$ cat config.mk
export PLATFORM = sky130hd
export DESIGN_NAME = instr_fetch_unit_flat
export DESIGN_NICKNAME = d
export VERILOG_FILES = /design/src/rtl/instr_fetch_unit_if.sv /design/src/rtl/instr_fetch_unit.sv /design/src/flat_wrapper.sv
export SDC_FILE = /design/constraint.sdc
export NUM_CORES = 1
export LEC_CHECK = 0
export BUFFER_PORTS_ARGS = -buffer_cell sky130_fd_sc_hd__buf_2
export CAP_MARGIN = 20
export CORE_MARGIN = 10
export CORE_UTILIZATION = 48
export CTS_CLUSTER_DIAMETER = 80
export DETAILED_ROUTE_END_ITERATION = 10
export PLACE_DENSITY = 0.94
export SLEW_MARGIN = 20
export SYNTH_ARGS = -nofsm -noshare
export SYNTH_HDL_FRONTEND = slang
export SYNTH_SLANG_ARGS = --single-unit
$ cat constraint.sdc
create_clock -name clk -period 2.84 [get_ports clk]
set_input_delay 0.71 -clock clk [delete_from_list [all_inputs] [get_ports clk]]
set_output_delay 0.71 -clock clk [all_outputs]
set_load 0.03 [all_outputs]
$ cat src/rtl/instr_fetch_unit_if.sv
// Instruction-memory read bus between the fetch unit and instruction memory.
// Signals: mem_req/mem_addr (fetch -> mem), mem_ack/mem_rdata (mem -> fetch).
interface instr_fetch_unit_if;
    logic        mem_req;
    logic [7:0]  mem_addr;
    logic        mem_ack;
    logic [15:0] mem_rdata;

    modport master (
        output mem_req,
        output mem_addr,
        input  mem_ack,
        input  mem_rdata
    );

    modport slave (
        input  mem_req,
        input  mem_addr,
        output mem_ack,
        output mem_rdata
    );
endinterface

$ cat src/rtl/instr_fetch_unit.sv
// Instruction fetch unit: owns the PC, issues one memory read per fetch
// strobe and latches the returned word into the IR, decoded into fields.
// Ports: clk, rst (sync, active-high); ifu_ins_load/ifu_pc_inc/ifu_pc_load/
// ifu_pc_target from control; mem (master side of instr_fetch_unit_if);
// ifu_opcode/ifu_rd/ifu_rs1/ifu_rs2/ifu_pc/ifu_valid/ifu_busy to control.
// Build option: IFU_FETCH_TIMEOUT_EN adds a 16-cycle fetch timeout and the
// sticky ifu_fault output.
module instr_fetch_unit (
    input  logic                      clk,
    input  logic                      rst,
    input  logic                      ifu_ins_load,
    input  logic                      ifu_pc_inc,
    input  logic                      ifu_pc_load,
    input  logic [7:0]                ifu_pc_target,
    instr_fetch_unit_if.master        mem,
    output logic [3:0]                ifu_opcode,
    output logic [3:0]                ifu_rd,
    output logic [3:0]                ifu_rs1,
    output logic [3:0]                ifu_rs2,
    output logic [7:0]                ifu_pc,
`ifdef IFU_FETCH_TIMEOUT_EN
    output logic                      ifu_fault,
`endif
    output logic                      ifu_valid,
    output logic                      ifu_busy
);

    typedef enum logic {
        IDLE = 1'b0,
        REQ  = 1'b1
    } state_t;

    state_t      state_q, state_d;
    logic [7:0]  pc_q, pc_d;
    logic [15:0] ir_q, ir_d;
    logic [7:0]  addr_q, addr_d;
    logic        valid_q, valid_d;

`ifdef IFU_FETCH_TIMEOUT_EN
    logic [3:0]  cnt_q, cnt_d;
    logic        fault_q, fault_d;
`endif

    always_comb begin
        state_d = state_q;
        pc_d    = pc_q;
        ir_d    = ir_q;
        addr_d  = addr_q;
        valid_d = 1'b0;
`ifdef IFU_FETCH_TIMEOUT_EN
        cnt_d   = cnt_q;
        fault_d = fault_q;
`endif
        unique case (state_q)
            IDLE: begin
                // PC moves only here; a same-cycle fetch uses the old PC.
                if (ifu_pc_load)
                    pc_d = ifu_pc_target;
                else if (ifu_pc_inc)
                    pc_d = pc_q + 8'd1;
                if (ifu_ins_load) begin
                    addr_d  = pc_q;
                    state_d = REQ;
`ifdef IFU_FETCH_TIMEOUT_EN
                    cnt_d   = 4'd0;
`endif
                end
            end
            REQ: begin
                // Control strobes are dropped here, not queued.
                if (mem.mem_ack) begin
                    ir_d    = mem.mem_rdata;
                    valid_d = 1'b1;
                    state_d = IDLE;
                end
`ifdef IFU_FETCH_TIMEOUT_EN
                else if (cnt_q == 4'd15) begin
                    // Give up: hand control a NOP and flag the fault.
                    ir_d    = 16'h0000;
                    valid_d = 1'b1;
                    fault_d = 1'b1;
                    state_d = IDLE;
                end else begin
                    cnt_d   = cnt_q + 4'd1;
                end
`endif
            end
            default: state_d = IDLE;
        endcase
    end

    always_ff @(posedge clk) begin
        if (rst) begin
            state_q <= IDLE;
            pc_q    <= 8'h00;
            ir_q    <= 16'h0000;
            addr_q  <= 8'h00;
            valid_q <= 1'b0;
`ifdef IFU_FETCH_TIMEOUT_EN
            cnt_q   <= 4'd0;
            fault_q <= 1'b0;
`endif
        end else begin
            state_q <= state_d;
            pc_q    <= pc_d;
            ir_q    <= ir_d;
            addr_q  <= addr_d;
            valid_q <= valid_d;
`ifdef IFU_FETCH_TIMEOUT_EN
            cnt_q   <= cnt_d;
            fault_q <= fault_d;
`endif
        end
    end

    assign ifu_busy     = (state_q == REQ);
    assign mem.mem_req  = ifu_busy;
    assign mem.mem_addr = addr_q;
    assign ifu_opcode   = ir_q[15:12];
    assign ifu_rd       = ir_q[11:8];
    assign ifu_rs1      = ir_q[7:4];
    assign ifu_rs2      = ir_q[3:0];
    assign ifu_pc       = pc_q;
    assign ifu_valid    = valid_q;
`ifdef IFU_FETCH_TIMEOUT_EN
    assign ifu_fault    = fault_q;
`endif

endmodule

$ cat src/flat_wrapper.sv
// flat-port wrapper written by rule: the top's interface ports become plain ports
module instr_fetch_unit_flat 
  (clk, rst, ifu_ins_load, ifu_pc_inc, ifu_pc_load, ifu_pc_target, ifu_opcode, ifu_rd, ifu_rs1, ifu_rs2, ifu_pc, ifu_valid, ifu_busy, mem_mem_req, mem_mem_addr, mem_mem_ack, mem_mem_rdata);
  instr_fetch_unit_if mem_i ();
  input  logic clk;
  input  logic rst;
  input  logic ifu_ins_load;
  input  logic ifu_pc_inc;
  input  logic ifu_pc_load;
  input  logic [7:0] ifu_pc_target;
  output logic [3:0] ifu_opcode;
  output logic [3:0] ifu_rd;
  output logic [3:0] ifu_rs1;
  output logic [3:0] ifu_rs2;
  output logic [7:0] ifu_pc;
  output logic ifu_valid;
  output logic ifu_busy;
  output wire logic [$bits(mem_i.mem_req)-1:0] mem_mem_req;
  output wire logic [$bits(mem_i.mem_addr)-1:0] mem_mem_addr;
  input wire logic [$bits(mem_i.mem_ack)-1:0] mem_mem_ack;
  input wire logic [$bits(mem_i.mem_rdata)-1:0] mem_mem_rdata;
  assign mem_mem_req = mem_i.mem_req;
  assign mem_mem_addr = mem_i.mem_addr;
  assign mem_i.mem_ack = mem_mem_ack;
  assign mem_i.mem_rdata = mem_mem_rdata;
  instr_fetch_unit u_core (.clk(clk), .rst(rst), .ifu_ins_load(ifu_ins_load), .ifu_pc_inc(ifu_pc_inc), .ifu_pc_load(ifu_pc_load), .ifu_pc_target(ifu_pc_target), .mem(mem_i), .ifu_opcode(ifu_opcode), .ifu_rd(ifu_rd), .ifu_rs1(ifu_rs1), .ifu_rs2(ifu_rs2), .ifu_pc(ifu_pc), .ifu_valid(ifu_valid), .ifu_busy(ifu_busy));
endmodule
==> reports/results.ini, run 1 <==
[run_status]
outcome=completed

[final_layout]
num-nets-final=223
syn_to_final_growth_pct=27.2
drive_gt1_frac=0.399
antenna_cells=0

[clock_tree]
clkTransAtPathRegs_ns=0.10
cts_made_buffers=5
max-clock-path-buffers=2
cts-resized-gates=0
cts_sinks=34
htreeDepth=2
cts_tree=built
clockRootBuffer=clkbuf_4
cts_hold_buf=0
post-cts-setup-buffers=0
clkLatencyLatePin_ns=0.33

[worst_setup_path]
critical_path_buf_inv_count=1
cpPeakStageDelay_ns=0.52
required_ns=2.13
start_kind=flop
cp_top_family=flip-flops
critPathSlowestCell=dfxtp_1
cp.depth=1
path_class=reg -> out
reg2reg_depth=4
end_kind=output pin
crit_fanout=10
path_cells=buf_2
cp_data_arrival_time_ns=1.12

[sta]
slew_headroom=0.521
setup_viol_count_final=0
worstMarginPinSlew_ns=0.718
clock-skew-final_ns=0.00685
hold_violations=0
slew_viol_final=0
max_freq_mhz=548
period_share=0.643
fin_tns_setup_ns=0
period_minus_slack_ns=1.83
rsz0062_at_grt=false

[floorplanning]
fp-row-count=19
io_pins=65
core_um2=2730
start_util=0.496
die-area_um2=5350
die_x_um=73.2
die_h_um=73.2

[routing]
drt-initial-drc-count=110
viasPerCell=5.49
ant_nets=0
via_count=1229
routed_wl_um=3550
wire_per_inst_um=15.8
drcViolationCount=0
first_pass_iters=4

[yosys]
synth_area_leaders=dfxtp_1 50%, a22o_1 11%, mux2i_1 6.6%, nor2_1 3.3%, a211o_1 1.9%
yosysSeqAreaShare=0.502
netlist_area_um2=1360
synth_top_area_frac=0.502
syn-num-nets=160
yosysWarnings=0
syn_area_per_cell_um2=10.5
synthCells=129
yosysUniqueCellTypes=37
synth_largest_area_cell=dfxtp_1
synth-seq-cells=34

[placement]
io_buffers=64
gp_congestion=0.883
place_hpwl_um=2800

[pwr]
p_total_uw=982
p_leak_nw=0.866
powerDensity_nw_per_um2=569
peakVddDrop_mv=0.491

[global_route]
overflow=0
antenna_found_initial=0
track_usage=0.136
grt_pass1_vias=1242
grt_max_degree=22
grt_pass1_wl_um=5810

[worst_hold_path]
holdPathStages=1
hp-class=reg -> reg

[flow_run]
drv_cap=0

registers in the layout, indices dropped and copies added, names as in the netlist:
| signal | count |
|---|---|
| u_core.ir_q | 16 |
| u_core.ifu_valid | 1 |
| u_core.mem.mem_addr | 8 |
| u_core.ifu_busy | 1 |
| u_core.ifu_pc | 8 |
power by group:
part	internal [mW]	switching, mW	leakage, nW
Sequential	0.501	0.0256	0.277
Combinational	0.0660	0.109	0.554
Clock	0.119	0.161	0.0343
per-layer routing:
layer	GRT usage	routed length [µm]	part of all wire
met1	0.152	1390	0.39
met4	0.0527	53	0.015
met3	0.0912	544	0.15
met5	0	0	0
met2	0.199	1560	0.44
layout make-up:
class | count | area [µm²]
fillers | 247 | 1010
flip-flops and latches | 34 | 681
multi-input cells | 82 | 599
repair buffers | 65 | 328
clock buffers | 6 | 51.3
well taps | 31 | 38.8
inverters | 4 | 15.0
clock inverters | 2 | 12.5
Yosys cell counts:
cell,count
a311oi_1,1
o41ai_1,2
a32o_1,2
dfxtp_1,34
a21oi_1,2
nor2b_1,1
o21bai_1,1
and2_1,1
o2111a_1,2
nor3b_1,1
ha_1,1
nand2_1,6
a22o_1,17
nor2_1,12
a32oi_1,1
o31ai_1,1
and3_4,1
and3_1,3
a211oi_1,1
inv_1,3
inv_2,1
a31oi_1,1
nand3_1,3
and4_1,1
nand2b_1,1
a211o_1,3
buf_2,4
buf_6,2
o21a_1,1
nor4b_1,1
o21ai_1,3
a21oi_2,1
buf_4,2
clkbuf_1,1
o21ba_2,1
a21o_1,1
mux2i_1,9
final timing paths:
path         slack, ns                     startpoint                             to
min               0.49   u_core.ir_q[11]$_SDFFE_PP0P_   u_core.ir_q[11]$_SDFFE_PP0P_
max               1.01     u_core.ifu_busy$_SDFF_PP0_                    mem_mem_req
max reg2reg       1.36  u_core.ifu_pc[0]$_SDFFE_PP0P_  u_core.ifu_pc[6]$_SDFFE_PP0P_
min reg2reg       0.49   u_core.ir_q[11]$_SDFFE_PP0P_   u_core.ir_q[11]$_SDFFE_PP0P_
metrics by stage:
stage	area [µm²]	hold WS [ns]	cells	util	setup WS, ns
global placement	1660	0.458	216	0.608	1.04
global route	1730	0.508	224	0.631	0.930
finish	1730	0.485	224	0.631	1.01
detailed placement	1660	0.460	216	0.608	0.980
floorplan	1360	0.634	129	-	1.27
CTS	1730	0.490	224	0.631	0.987
cell families after synthesis:
family	synth area share
AOI/OAI and AO/OA	0.251
adders and majority gates	0.00922
buffers and inverters	0.0563
DFF	0.502
muxes	0.0664
and+or+nand+nor	0.115
placed cells by master (no fill, tap or decap), types with 2 or more instances in the layout:
master    count
buf_2        64
dfxtp_1      34
a22o_1       17
nor2_1       12
mux2i_1       9
nand2_1       6
clkbuf_4      5
nand3_1       3
inv_1         3
and3_1        3
a211o_1       3
o21ai_1       3
o41ai_1       2
o2111a_1      2
a32o_1        2
a21oi_1       2
(Power assumes the default switching activity.)
==> run 2, diff against run 1 <==
--- a/config.mk
+++ b/config.mk
@@ -8,10 +8,10 @@
 export BUFFER_PORTS_ARGS = -buffer_cell sky130_fd_sc_hd__buf_2
 export CAP_MARGIN = 20
 export CORE_MARGIN = 10
-export CORE_UTILIZATION = 48
+export CORE_UTILIZATION = 40
 export CTS_CLUSTER_DIAMETER = 80
 export DETAILED_ROUTE_END_ITERATION = 10
-export PLACE_DENSITY = 0.94
+export PLACE_DENSITY = 0.84
 export SLEW_MARGIN = 20
 export SYNTH_ARGS = -nofsm -noshare
 export SYNTH_HDL_FRONTEND = slang
==> constraint.sdc (replaced) <==
create_clock -name clk -period 1.6 [get_ports clk]
set_input_delay 0.4 -clock clk [delete_from_list [all_inputs] [get_ports clk]]
set_output_delay 0.4 -clock clk [all_outputs]
set_load 0.03 [all_outputs]
==> run 2 against run 1 <==
Net effect:
- non-clock buffer count up 5
- largest cell class unchanged
- setup slack lost 0.91 ns
- cell count is 8.9% higher
- sequential share of layout area is 1.2 points lower
- cell area is 3.3% higher
- highest routed layer unchanged
- sequential power grew 76%
- die area rose by 14%
- first-iteration DRC count fell by 21%
- utilization down 9.3 points
==> reports/results.ini, run 2 (synthesis gave the netlist of run 1 again) <==
[run_status]
outcome=completed  ; unchanged

[pwr]
p_clk_frac=0.281  ; was 0.285
power_frac_comb=0.191  ; was 0.178
seqPwrFrac=0.528  ; was 0.537
intPower_mw=1.23  ; was 686 µW
p_leak_nw=0.891  ; was 0.866 nW
p_total_mw=1.76  ; was 982 µW
switching_share=0.300  ; was 0.301
powerDensity_nw_per_um2=987  ; was 569 nW/µm²
switching_power_uw=529  ; was 296 µW
peakVddDrop_mv=0.571  ; was 0.491 mV

[clock_tree]
clkTransAtPathRegs_ns=0.10  ; about the same
post-cts-setup-buffers=0  ; unchanged
cts_sinks=34  ; unchanged
cts-resized-gates=0  ; unchanged
cts_made_buffers=5  ; unchanged
htreeDepth=2  ; unchanged
clkLatencyLatePin_ns=0.33  ; about the same
cts_hold_buf=0  ; unchanged
max-clock-path-buffers=2  ; unchanged
cts_tree=built  ; unchanged
clockRootBuffer=clkbuf_4  ; unchanged

[sta]
fin_tns_setup_ns=0  ; unchanged
rsz0062_at_grt=false  ; unchanged
slew_headroom=0.515  ; was 0.521
slew_viol_final=0  ; unchanged
max_freq_mhz=668
hold_violations=0  ; unchanged
setup_slack_ns=0.103  ; was 1.01 ns
worstMarginPinSlew_ns=0.728  ; was 0.718 ns
setup_viol_count_final=0  ; unchanged
period_share=0.936
clock-skew-final_ns=0.00758  ; was 0.00685 ns
period_minus_slack_ns=1.50

[placement]
dp_cells=236  ; was 216
gp_congestion=0.879  ; was 0.883
place_ws_ns=0.141  ; was 0.980 ns
place_hpwl_um=2900  ; was 2800 µm
io_buffers=64  ; unchanged

[final_layout]
final_cell_mix=64 x buf_2, 34 x dfxtp_1, 17 x a22o_1, 12 x nor2_1, 9 x mux2i_1  ; unchanged
fin_cells=244  ; was 224
drive_gt1_frac=0.414  ; was 0.399
num-nets-final=228  ; was 223
final_common_cell=buf_2  ; unchanged
fin_util=0.538  ; was 0.631
largest_reg_flops=16  ; unchanged
largest_register=u_core.ir_q  ; unchanged
syn_to_final_growth_pct=31.4  ; was 27.2%
antenna_cells=0  ; unchanged

[routing]
ant_nets=0  ; unchanged
drt-initial-drc-count=87  ; was 110
first_pass_iters=5  ; was 4
wire_per_inst_um=15.1  ; was 15.8 µm
routed_wl_um=3690  ; was 3550 µm
drcViolationCount=0  ; unchanged
viasPerCell=5.18  ; was 5.49
via_count=1263  ; was 1,229

[worst_setup_path]
path_class=reg -> out  ; unchanged
path_cells=buf_2  ; unchanged
critical_path_buf_inv_count=1  ; unchanged
end_kind=output pin  ; unchanged
cp_top_family=flip-flops  ; unchanged
cpPeakStageDelay_ns=0.50  ; was 0.52 ns
start_kind=flop  ; unchanged
crit_fanout=10  ; unchanged
critPathSlowestCell=dfxtp_1  ; unchanged
required_ns=1.20  ; was 2.13 ns
cp_data_arrival_time_ns=1.10  ; was 1.12 ns

[global_route]
track_usage=0.121  ; was 0.136
grt_pass1_wl_um=6100  ; was 5810 µm
antenna_found_initial=0  ; unchanged
grt_pass1_vias=1299  ; was 1,242
grt_max_degree=18  ; was 22
overflow=0  ; unchanged

[floorplanning]
core_um2=3310  ; was 2730 µm²
start_util=0.410  ; was 0.496
fp-row-count=21  ; was 19
io_pins=65  ; unchanged
die-area_um2=6120  ; was 5350 µm²
die_x_um=78.2  ; was 73.2 µm
die_h_um=78.2  ; was 73.2 µm

[worst_hold_path]
hp-class=in -> reg  ; was reg -> reg

[flow_run]
drv_cap=0  ; unchanged

## run 2: cell count changes in the layout (fill, tap and decap cells not counted)
cell   delta
buf_4     +5
## run 2: cell type report
class	instances	area, µm²
Fill cell	326	1530
Sequential cell	34	681
Multi-Input combinational cell	82	599
Timing Repair Buffer	70	365
Tap cell	46	57.6
Clock buffer	6	51.3
Inverter	4	15.0
Clock inverter	2	12.5
## run 2: path summary, 6_finish.rpt
kind / slack, ns / endpoint / startpoint / depth (start not counted)
max reg2reg: 0.22 / u_core.ifu_pc[6]$_SDFFE_PP0P_ / u_core.ifu_pc[0]$_SDFFE_PP0P_ / 4
max: 0.10 / ifu_busy / u_core.ifu_busy$_SDFF_PP0_ / 1
min reg2reg: 0.48 / u_core.ir_q[8]$_SDFFE_PP0P_ / u_core.ir_q[8]$_SDFFE_PP0P_ / 1
min: 0.27 / u_core.ir_q[15]$_SDFFE_PP0P_ / mem_mem_rdata[15] / 2
## run 2: metrics by stage
| step | hold slack (ns) | instance area [µm²] |
|---|---|---|
| final | 0.268 | 1780 |
| after global routing | 0.250 | 1780 |
| after CTS | 0.250 | 1780 |
| after detailed placement | 0.458 | 1720 |
| after global placement | 0.461 | 1720 |
| after floorplan | 0.472 | 1360 |
## run 2: power by group through the flow
stage | clock [mW] | combinational [mW] | sequential (mW)
6_report | 0.495 | 0.336 | 0.928
5_1_grt | 0.549 | 0.367 | 0.936
4_1_cts | 0.515 | 0.339 | 0.928
3_5_place_dp | 0 | 0.339 | 0.946
3_3_place_gp | 0 | 0.332 | 0.947
2_1_floorplan | 0 | 0.131 | 1.03
## run 2: metal layers
metal	up-vias	global-route usage	share of wire
met5	-	0	0
met4	0	0.0376	0.012
met3	6	0.0934	0.16
met2	69	0.168	0.40
met1	571	0.140	0.43
li1	617	-	-
